<file path="config.mk">
export PLATFORM = sky130hd
export DESIGN_NAME = axi_burst_read_master
export DESIGN_NICKNAME = d
export VERILOG_FILES = /design/src/rtl/axi_rd_pkg.sv /design/src/rtl/axi_rd_beat_fifo.sv /design/src/rtl/axi_burst_read_master.sv
export SDC_FILE = /design/constraint.sdc
export NUM_CORES = 1
export LEC_CHECK = 0
export ABC_AREA = 1
export CORE_UTILIZATION = 45
export DETAILED_ROUTE_END_ITERATION = 8
export PLACE_DENSITY = 0.72
export SLEW_MARGIN = 10
export SYNTH_ARGS = -nofsm -noshare
export SYNTH_HDL_FRONTEND = slang
export SYNTH_SLANG_ARGS = --single-unit
</file>
<file path="constraint.sdc">
create_clock -name ACLK -period 3.8 [get_ports ACLK]
set_input_delay 0.76 -clock ACLK [delete_from_list [all_inputs] [get_ports ACLK]]
set_output_delay 0.76 -clock ACLK [all_outputs]
set_load 0.03 [all_outputs]
</file>
<file path="src/rtl/axi_rd_pkg.sv">
// Shared types and AXI encodings for the burst read master and its beat buffer.
package axi_rd_pkg;

  typedef enum logic [1:0] {
    ST_IDLE = 2'd0,
    ST_ADDR = 2'd1,
    ST_DATA = 2'd2
  } state_t;

  localparam logic [1:0] RESP_OKAY   = 2'b00;
  localparam logic [1:0] RESP_SLVERR = 2'b10;
  localparam logic [1:0] RESP_DECERR = 2'b11;

  localparam logic [2:0] SIZE_4B    = 3'b010;
  localparam logic [1:0] BURST_INCR = 2'b01;

  // EXOKAY is never expected from a plain read, so anything but OKAY is flagged.
  function automatic logic resp_is_err(input logic [1:0] resp);
    return resp != RESP_OKAY;
  endfunction

endpackage

</file>
<file path="src/rtl/axi_rd_beat_fifo.sv">
// Synchronous beat buffer; push visible at the output the cycle after the write edge.
// Backpressure: o_full blocks pushes unless a pop happens in the same cycle.
module axi_rd_beat_fifo
  import axi_rd_pkg::*;
#(
  parameter int WIDTH = 34,
  parameter int DEPTH = 4
) (
  input  logic             clk,
  input  logic             rst_n,
  input  logic             i_push_vld,
  input  logic [WIDTH-1:0] i_push_dat,
  output logic             o_full,
  input  logic             i_pop_rdy,
  output logic             o_pop_vld,
  output logic [WIDTH-1:0] o_pop_dat,
  output logic             o_empty
);

  localparam int AW = $clog2(DEPTH);

  logic [AW:0]      r_wr_ptr;
  logic [AW:0]      r_rd_ptr;
  logic [WIDTH-1:0] r_mem [DEPTH];
  logic             w_push;
  logic             w_pop;

  // Extra pointer MSB distinguishes full from empty when the index bits match.
  assign o_empty   = (r_wr_ptr == r_rd_ptr);
  assign o_full    = (r_wr_ptr[AW] != r_rd_ptr[AW]) &&
                     (r_wr_ptr[AW-1:0] == r_rd_ptr[AW-1:0]);
  assign w_pop     = i_pop_rdy && !o_empty;
  assign w_push    = i_push_vld && (!o_full || w_pop);
  assign o_pop_vld = !o_empty;
  assign o_pop_dat = o_empty ? '0 : r_mem[r_rd_ptr[AW-1:0]];

  always_ff @(posedge clk) begin
    if (w_push) begin
      r_mem[r_wr_ptr[AW-1:0]] <= i_push_dat;
    end
  end

  always_ff @(posedge clk or negedge rst_n) begin
    if (!rst_n) begin
      r_wr_ptr <= '0;
      r_rd_ptr <= '0;
    end else begin
      if (w_push) begin
        r_wr_ptr <= r_wr_ptr + 1'b1;
      end
      if (w_pop) begin
        r_rd_ptr <= r_rd_ptr + 1'b1;
      end
    end
  end

endmodule

</file>
<file path="src/rtl/axi_burst_read_master.sv">
// Single-outstanding AXI4 INCR read master; accept->ARVALID 1 cycle, R beat->out_valid 1 cycle.
// Backpressure: RREADY drops while the beat buffer is full; hold_in blocks new requests only.
module axi_burst_read_master
  import axi_rd_pkg::*;
#(
  parameter int ID_W       = 4,
  parameter int ADDR_W     = 32,
  parameter int DATA_W     = 32,
  parameter int LEN_W      = 4,
  parameter int FIFO_DEPTH = 4
) (
  input  logic              ACLK,
  input  logic              ARESETn,
  output logic [ID_W-1:0]   ARID,
  output logic [ADDR_W-1:0] ARADDR,
  output logic [LEN_W-1:0]  ARLEN,
  output logic [2:0]        ARSIZE,
  output logic [1:0]        ARBURST,
  output logic              ARVALID,
  input  logic              ARREADY,
  input  logic [ID_W-1:0]   RID,
  input  logic [DATA_W-1:0] RDATA,
  input  logic [1:0]        RRESP,
  input  logic              RLAST,
  input  logic              RVALID,
  output logic              RREADY,
  input  logic              req_valid,
  output logic              req_ready,
  input  logic [ADDR_W-1:0] req_addr,
  input  logic [ID_W-1:0]   req_id,
  input  logic [LEN_W-1:0]  req_len,
  input  logic              hold_in,
  output logic              out_valid,
  input  logic              out_ready,
  output logic [DATA_W-1:0] out_data,
  output logic              out_last,
  output logic              out_err,
  output logic              busy
);

  localparam int CNT_W = LEN_W + 1;
  localparam int FW    = DATA_W + 2;

  state_t              r_state;
  logic                r_arvalid;
  logic [ADDR_W-1:0]   r_araddr;
  logic [ID_W-1:0]     r_arid;
  logic [LEN_W-1:0]    r_arlen;
  logic [CNT_W-1:0]    r_beat_cnt;
  logic                r_req_en;

  logic                w_req_fire;
  logic                w_r_fire;
  logic                w_exp_last;
  logic                w_overrun;
  logic                w_beat_err;
  logic                w_fifo_full;
  logic                w_fifo_empty;
  logic [FW-1:0]       w_push_dat;
  logic [FW-1:0]       w_pop_dat;

  assign ARID    = r_arid;
  assign ARADDR  = r_araddr;
  assign ARLEN   = r_arlen;
  assign ARSIZE  = SIZE_4B;
  assign ARBURST = BURST_INCR;
  assign ARVALID = r_arvalid;

  // r_req_en keeps req_ready low while reset is asserted.
  assign req_ready  = r_req_en && (r_state == ST_IDLE) && !hold_in;
  assign w_req_fire = req_valid && req_ready;
  assign RREADY     = (r_state == ST_DATA) && !w_fifo_full;
  assign w_r_fire   = RVALID && RREADY;

  // A beat is suspect if its RLAST disagrees with the requested length or it overruns it.
  assign w_exp_last = (r_beat_cnt == {1'b0, r_arlen});
  assign w_overrun  = (r_beat_cnt > {1'b0, r_arlen});
  assign w_beat_err = resp_is_err(RRESP) || (RID != r_arid) ||
                      (RLAST != w_exp_last) || w_overrun;
  assign w_push_dat = {RDATA, RLAST, w_beat_err};

  always_ff @(posedge ACLK or negedge ARESETn) begin
    if (!ARESETn) begin
      r_state    <= ST_IDLE;
      r_arvalid  <= 1'b0;
      r_araddr   <= '0;
      r_arid     <= '0;
      r_arlen    <= '0;
      r_beat_cnt <= '0;
      r_req_en   <= 1'b0;
    end else begin
      r_req_en <= 1'b1;
      case (r_state)
        ST_IDLE: begin
          if (w_req_fire) begin
            r_araddr   <= req_addr;
            r_arid     <= req_id;
            r_arlen    <= req_len;
            r_beat_cnt <= '0;
            r_arvalid  <= 1'b1;
            r_state    <= ST_ADDR;
          end
        end
        ST_ADDR: begin
          if (ARREADY) begin
            r_arvalid <= 1'b0;
            r_state   <= ST_DATA;
          end
        end
        ST_DATA: begin
          if (w_r_fire) begin
            if (r_beat_cnt != {CNT_W{1'b1}}) begin
              r_beat_cnt <= r_beat_cnt + 1'b1;
            end
            if (RLAST) begin
              r_state <= ST_IDLE;
            end
          end
        end
        default: begin
          r_arvalid <= 1'b0;
          r_state   <= ST_IDLE;
        end
      endcase
    end
  end

  axi_rd_beat_fifo #(
    .WIDTH (FW),
    .DEPTH (FIFO_DEPTH)
  ) u_beat_fifo (
    .clk        (ACLK),
    .rst_n      (ARESETn),
    .i_push_vld (w_r_fire),
    .i_push_dat (w_push_dat),
    .o_full     (w_fifo_full),
    .i_pop_rdy  (out_ready),
    .o_pop_vld  (out_valid),
    .o_pop_dat  (w_pop_dat),
    .o_empty    (w_fifo_empty)
  );

  assign out_data = w_pop_dat[FW-1:2];
  assign out_last = w_pop_dat[1];
  assign out_err  = w_pop_dat[0];
  assign busy     = (r_state != ST_IDLE) || !w_fifo_empty;

endmodule

</file>
Yosys cells after proc, flatten, opt, wreduce, memory -nomap -nowiden. Memory sizes are Yosys's and may differ from the RTL's. Cells that the tools add are included. W data, S select, Z words.

Word-level logic and storage cells: 68. RAM bits: 136. Output and inout port bits: 84. Bits of input ports: 86. Flip-flop bits (word level): 55. Memories kept: 1.

Magnitude comparators: 1. Reductions and logical operators: 24. Add/subtract/negate cells: 3. Muxes and demuxes: 15. Equal/unequal tests: 14. Bitwise operators: 1.

Memories: u_beat_fifo.r_mem (depth 4, bits a word 34, read ports 1, clocked after memory_dff 0, write ports 1, RTL line axi_rd_beat_fifo.sv:24) `logic [WIDTH-1:0] r_mem [DEPTH];`.

Operators with widths (number): $mux W34 (1); $mux W5 (3); $pmux W5 S2 (1); $logic_and A1 B1 Y1 (8); $mux W2 (4); $reduce_and A4 Y1 (2); $add A3 B1 Y3 const B (2); $ne A2 B2 Y1 const B (3); $pmux W2 S3 (1); $reduce_bool A2 Y1 (3); $add A5 B1 Y5 const B (1); $eq A5 B4 Y1 (1); $gt A5 B4 Y1 (1); $logic_or A1 B1 Y1 (5); $ne A5 B5 Y1 const B (1); $mux W1 (4); $ne A2 B1 Y1 const B (2); $ne A4 B4 Y1 (1); $eq A3 B3 Y1 (1); $logic_not A1 Y1 (3); $pmux W1 S3 (1); $reduce_and A3 Y1 (1); $eq A2 B1 Y1 const B (1); $eq A2 B2 Y1 (1); 5 further kinds (6).

Logic depth before layout (Yosys ltp).
Word-level depth: 8. Depth in mapped cells: 10. Mapped depth without buffers: 9.

By module. From an unflattened synthesis, not the netlist that was laid out.

Cells, all modules: 788. Area total of the unflattened synthesis: 8250.4 um^2.

Modules (own cells, without submodules): axi_rd_beat_fifo (sequential area each 4234.1 um^2, times used 1, area each 5875.6 um^2, cells an instance 495); axi_burst_read_master (sequential area each 1226.2 um^2, times used 1, area each 2374.8 um^2, cells an instance 293).

Worst setup path before layout. Ideal clock, no wire load.

Path type: flip-flop to flip-flop. From: reg u_beat_fifo.r_rd_ptr[1]. To: mem u_beat_fifo.r_mem[0][0] (enable). Period minus slack after synthesis: 2.804 ns. Stages on the path, launching flop included: 8. Setup time: 0.425 ns. Buffers on the path: 1. Arrival time: 2.378 ns. Setup slack: 0.996 ns. Required time: 3.375 ns. Cells stage by stage: dfrtp_1 > clkbuf_2 > inv_2 > nand2_1 > nand2_1 > nand3_1 > nand3_4 > nor2_1.

Word-level cells in the longest chain between the ends: 8. Elaborated cells on any way between the ends: 12. Those cells by class: 2 x eq/ne; 2 x mux; 8 x reduce/logical.

RTL lines: start: declaration (RTL line axi_rd_beat_fifo.sv:23) `logic [AW:0] r_rd_ptr;`; start signal: assignment (RTL line axi_rd_beat_fifo.sv:52) `r_rd_ptr <= r_rd_ptr + 1'b1;`; $eq A2 B2 Y1 (RTL line axi_rd_beat_fifo.sv:31) `(r_wr_ptr[AW-1:0] == r_rd_ptr[AW-1:0]);`; $logic_and A1 B1 Y1 (RTL line axi_rd_beat_fifo.sv:30) `assign o_full = (r_wr_ptr[AW] != r_rd_ptr[AW]) &&`; $logic_not A1 Y1 (RTL line axi_rd_beat_fifo.sv:33, axi_burst_read_master.sv:72); $logic_and A1 B1 Y1 (RTL line axi_burst_read_master.sv:72) `assign RREADY = (r_state == ST_DATA) && !w_fifo_full;`; $logic_and A1 B1 Y1 (RTL line axi_burst_read_master.sv:73) `assign w_r_fire = RVALID && RREADY;`; $logic_and A1 B1 Y1 (*) (RTL line axi_rd_beat_fifo.sv:33) `assign w_push = i_push_vld && (!o_full || w_pop);`; $mux W1 (*) (RTL line axi_rd_beat_fifo.sv:38) `if (w_push) begin`; $mux W1 (not written as such) (*) (RTL line axi_rd_beat_fifo.sv:39) `r_mem[r_wr_ptr[AW-1:0]] <= i_push_dat;`; end: declaration (RTL line axi_rd_beat_fifo.sv:24).

Mark *: on every way between the ends. The rest lies on a longest branch, timed or not.

Final worst setup path.
From: reg u_beat_fifo.r_rd_ptr[0]. To: out busy.

Word-level cells in the longest chain between the ends: 3.

RTL lines: $eq A3 B3 Y1 (RTL line axi_rd_beat_fifo.sv:29) `assign o_empty = (r_wr_ptr == r_rd_ptr);`; $logic_not A1 Y1 (RTL line axi_burst_read_master.sv:146) `assign busy = (r_state != ST_IDLE) || !w_fifo_empty;`; $logic_or A1 B1 Y1 (RTL line axi_burst_read_master.sv:146); end: declaration (RTL line axi_burst_read_master.sv:38) `output logic busy`.

No other way between the ends.

==> impl_metrics.csv <==
group,metric,value,unit
run_status,outcome,"complete, no violations",
global_routing,grt_pass1_vias,5444,
setup_path,crit_path_end_kind,"output port",
sta,finalMaxSlewViolations,0,
power,p_leak,4.15,nW
final_layout,layout.cells.non_filler,1040,
final_layout,post_route_cells_drive_above_1_share,14.5,%
floorplan,initial_utilization,46.1,%
place,dp.final_hpwl,11.3,mm
power,p_int,0.00507,W
global_routing,grt_max_degree,70,
power,vdd_drop_max,0.000519,V
clock_network,h-tree-depth,4,
sta,slew_headroom,41.9,%
final_layout,n_antenna_cell,0,
synthesis,syn_avg_cell_area,12.4,µm²
setup_path,worstSetupStartpointType,"register",
routing,wl,17.3,mm
synthesis,ys_ff_latch,191,
clock_network,cts_inserted_buffers,17,
synthesis,syn_area,7940,µm²
place,dp.cells,1008,
floorplan,die_area,18200,µm²
routing,vias_per_cell,5.15,
floorplan,die_w,135,µm
routing,vias,5352,
power,p_switching,0.00350,W
floorplan,die_y,135,µm
floorplan,core_area,17200,µm²
sta,finalSetupViolCount,0,
global_routing,grt_antenna_before_repair,0,
sta,hold_viol_final,0,
sta,max_freq,279,MHz
power,swShare,40.8,%
setup_path,cp.arrival,2.83,ns
job,cap_viol_max_count,0,
clock_network,clk_pin_slew,0.06,ns
sta,setup_tns,0,ns
final_layout,area_growth,29.6,%
setup_path,required,3.04,ns
global_routing,grt_overflow,0,
place,numPortBuffers,164,
sta,period_share,94.4,%
place,place_area,9750,µm²
floorplan,rows,48,
clock_network,clockRootBuffer,"clkbuf_16",
clock_network,cts_buffer_depth,2,
power,p_comb_share,48.2,%
min_path,hold_path_class,"in2async",
power,power-per-cell-area,833,nW/µm²
clock_network,cts_sinks,191,
sta,fin_crit,3.59,ns
setup_path,worstPathMaxFanout,29,
place,gp_congestion,0.793,
routing,ant_nets,0,
final_layout,fin_nets,899,
routing,routed_wire_length_per_instance,16.7,µm
routing,drc_errors,0,
synthesis,ys_seq_area_share,68.8,%
final_layout,fillers,1302,
global_routing,grt_pass1_wl,27.5,mm
synthesis,syn_inst,640,
power,power_frac_clock,18.7,%
routing,dr.pass1.iters,4,
sta,tightest_slew,0.868,ns
synthesis,ys_types,31,
synthesis,ys.warnings.count,0,
routing,drt_iter0_drc,382,
floorplan,ios,170,
setup_path,critPathKind,"reg2out",
final_layout,final_area,10300,µm²
power,seqPwrFrac,33.1,%
global_routing,track_usage,19.9,%
sta,rsz0062_at_grt,"false",
sta,fin_worst_skew,0.00668,ns
clock_network,cts_tree,"built",
clock_network,insertion_delay,0.42,ns
-- layer usage --
layer  vias up  part of all wire [%]  track usage (%)
li1       2527                     -                -
met1      2554                    41             24.5
met2       249                    48             33.0
met3        22                   8.5             5.93
met4         0                   1.6             7.80
met5         -                     0                0
-- sequential cells by signal (all words and copies together), names as in the netlist --
register	cells
ARADDR	32
u_beat_fifo.r_rd_ptr	3
ARID	4
u_beat_fifo.r_wr_ptr	3
ARLEN	4
r_req_en	1
u_beat_fifo.r_mem	136
r_state	2
ARVALID	1
r_beat_cnt	5
-- through the flow --
| step | worst slack (ns) | hold slack [ns] | util, % | power (W) |
|---|---|---|---|---|
| final | 0.213 | 0.314 | 59.7 | 0.00857 |
| after global routing | 0.0254 | 0.333 | 59.7 | 0.00905 |
| after CTS | 0.203 | 0.319 | 59.7 | 0.00863 |
| after detailed placement | 0.666 | 0.486 | 56.6 | 0.00700 |
| after global placement | 0.711 | 0.486 | 56.6 | 0.00692 |
| after floorplan | 0.996 | 0.463 | - | 0.00540 |
-- cells by family (layout without fill, tap and decap cells) --
| family | count (synthesis) | after routing | synth area share, % |
|---|---|---|---|
| flops | 191 | 191 | 68.8 |
| xor+xnor | 7 | 7 | 0.772 |
| other cells | 2 | 6 | 0.0946 |
| compound gates | 118 | 118 | 8.01 |
| fa+ha+maj | 11 | 11 | 1.73 |
| simple gates | 179 | 179 | 9.36 |
| mux | 36 | 36 | 6.05 |
| buf+inv | 96 | 267 | 5.20 |
-- power by group through the flow --
stage               Clock, W  Combinational [W]  Sequential [W]
floorplan                  0            0.00220         0.00320
detailed placement         0            0.00414         0.00286
global placement           0            0.00406         0.00285
global route         0.00173            0.00444         0.00288
finish               0.00160            0.00413         0.00284
CTS                  0.00164            0.00415         0.00284
-- cells in the final DEF, fill, tap and decap left out, types with 2 or more instances in the layout --
cell type,Yosys,final
a21oi_1,10,10
buf_12,0,2
buf_4,5,36
clkbuf_1,19,2
clkbuf_16,0,17
clkdlybuf4s50_1,0,135
clkinv_1,0,4
clkinv_2,0,3
clkinvlp_4,0,2
conb_1,2,6
dfrtp_1,55,54
edfxtp_1,136,136
ha_1,11,11
inv_1,58,58
inv_2,2,2
mux2_2,16,16
mux2_4,20,20
nand2_1,69,68
nand2_2,2,3
nand3_1,5,5
nand4_1,7,7
nor2_1,87,84
nor2_4,1,5
o21ai_0,73,73
o22ai_1,34,34
or2_2,2,2
xor2_1,6,6
-- layout make-up --
class	count	area (µm²)	area share [%]
inverters	60	225	2.19
repair buffers	175	1680	16.3
clock buffers	19	433	4.21
multi-input cells	357	2110	20.5
well taps	225	282	2.74
flip-flops and latches	191	5460	53.1
clock inverters	13	97.6	0.949
-- worst max-delay path, cell delays in order, from the launching register on --
cell             delay [ns]
dfrtp_2                0.67
nand2_1                0.09
nand2_1                0.11
nand4_1                0.44
or2_2                  0.47
clkdlybuf4s50_1        0.63
-- timing repair --
action / CTS / global route
hold buffers: 0 / 0
buffers inserted: 0 / 0
endpoints found under the setup margin: 0 / 1
resized for setup: 0 / 1
-- cells in the mapped netlist, drive strengths merged --
cell,number,share of area [%]
edfxtp,136,51
conb,2,0.095
dfrtp,55,17
mux2,36,6.1
ha,11,1.7
xnor2,1,0.11
nor2,90,4.4
o22ai,34,2.7
nor3b,1,0.095
clkbuf,20,0.96
a21o,1,0.095
o21ai,73,4.6
a21oi,10,0.63
nand4,7,0.55
nand3,7,0.66
inv,60,2.8
nand2,71,3.4
xor2,6,0.66
or2,2,0.16
buf,16,1.4
nor3,1,0.063
-- final timing paths --
kind,from,end,slack (ns),depth (start not counted)
worst max-delay path,u_beat_fifo.r_rd_ptr[0],busy,0.21,5
worst min-delay path,ARESETn,ARADDR[15],0.31,1
worst max register to register,u_beat_fifo.r_rd_ptr[0],u_beat_fifo.r_mem[3][19],1.47,7
worst min register to register,u_beat_fifo.r_wr_ptr[2],u_beat_fifo.r_wr_ptr[2],0.50,1
max in group asynchronous,ARESETn,ARLEN[0],2.67,2
min in group ACLK,u_beat_fifo.r_wr_ptr[2],u_beat_fifo.r_wr_ptr[2],0.50,1
No activity file was read; power rests on OpenSTA's default activity.
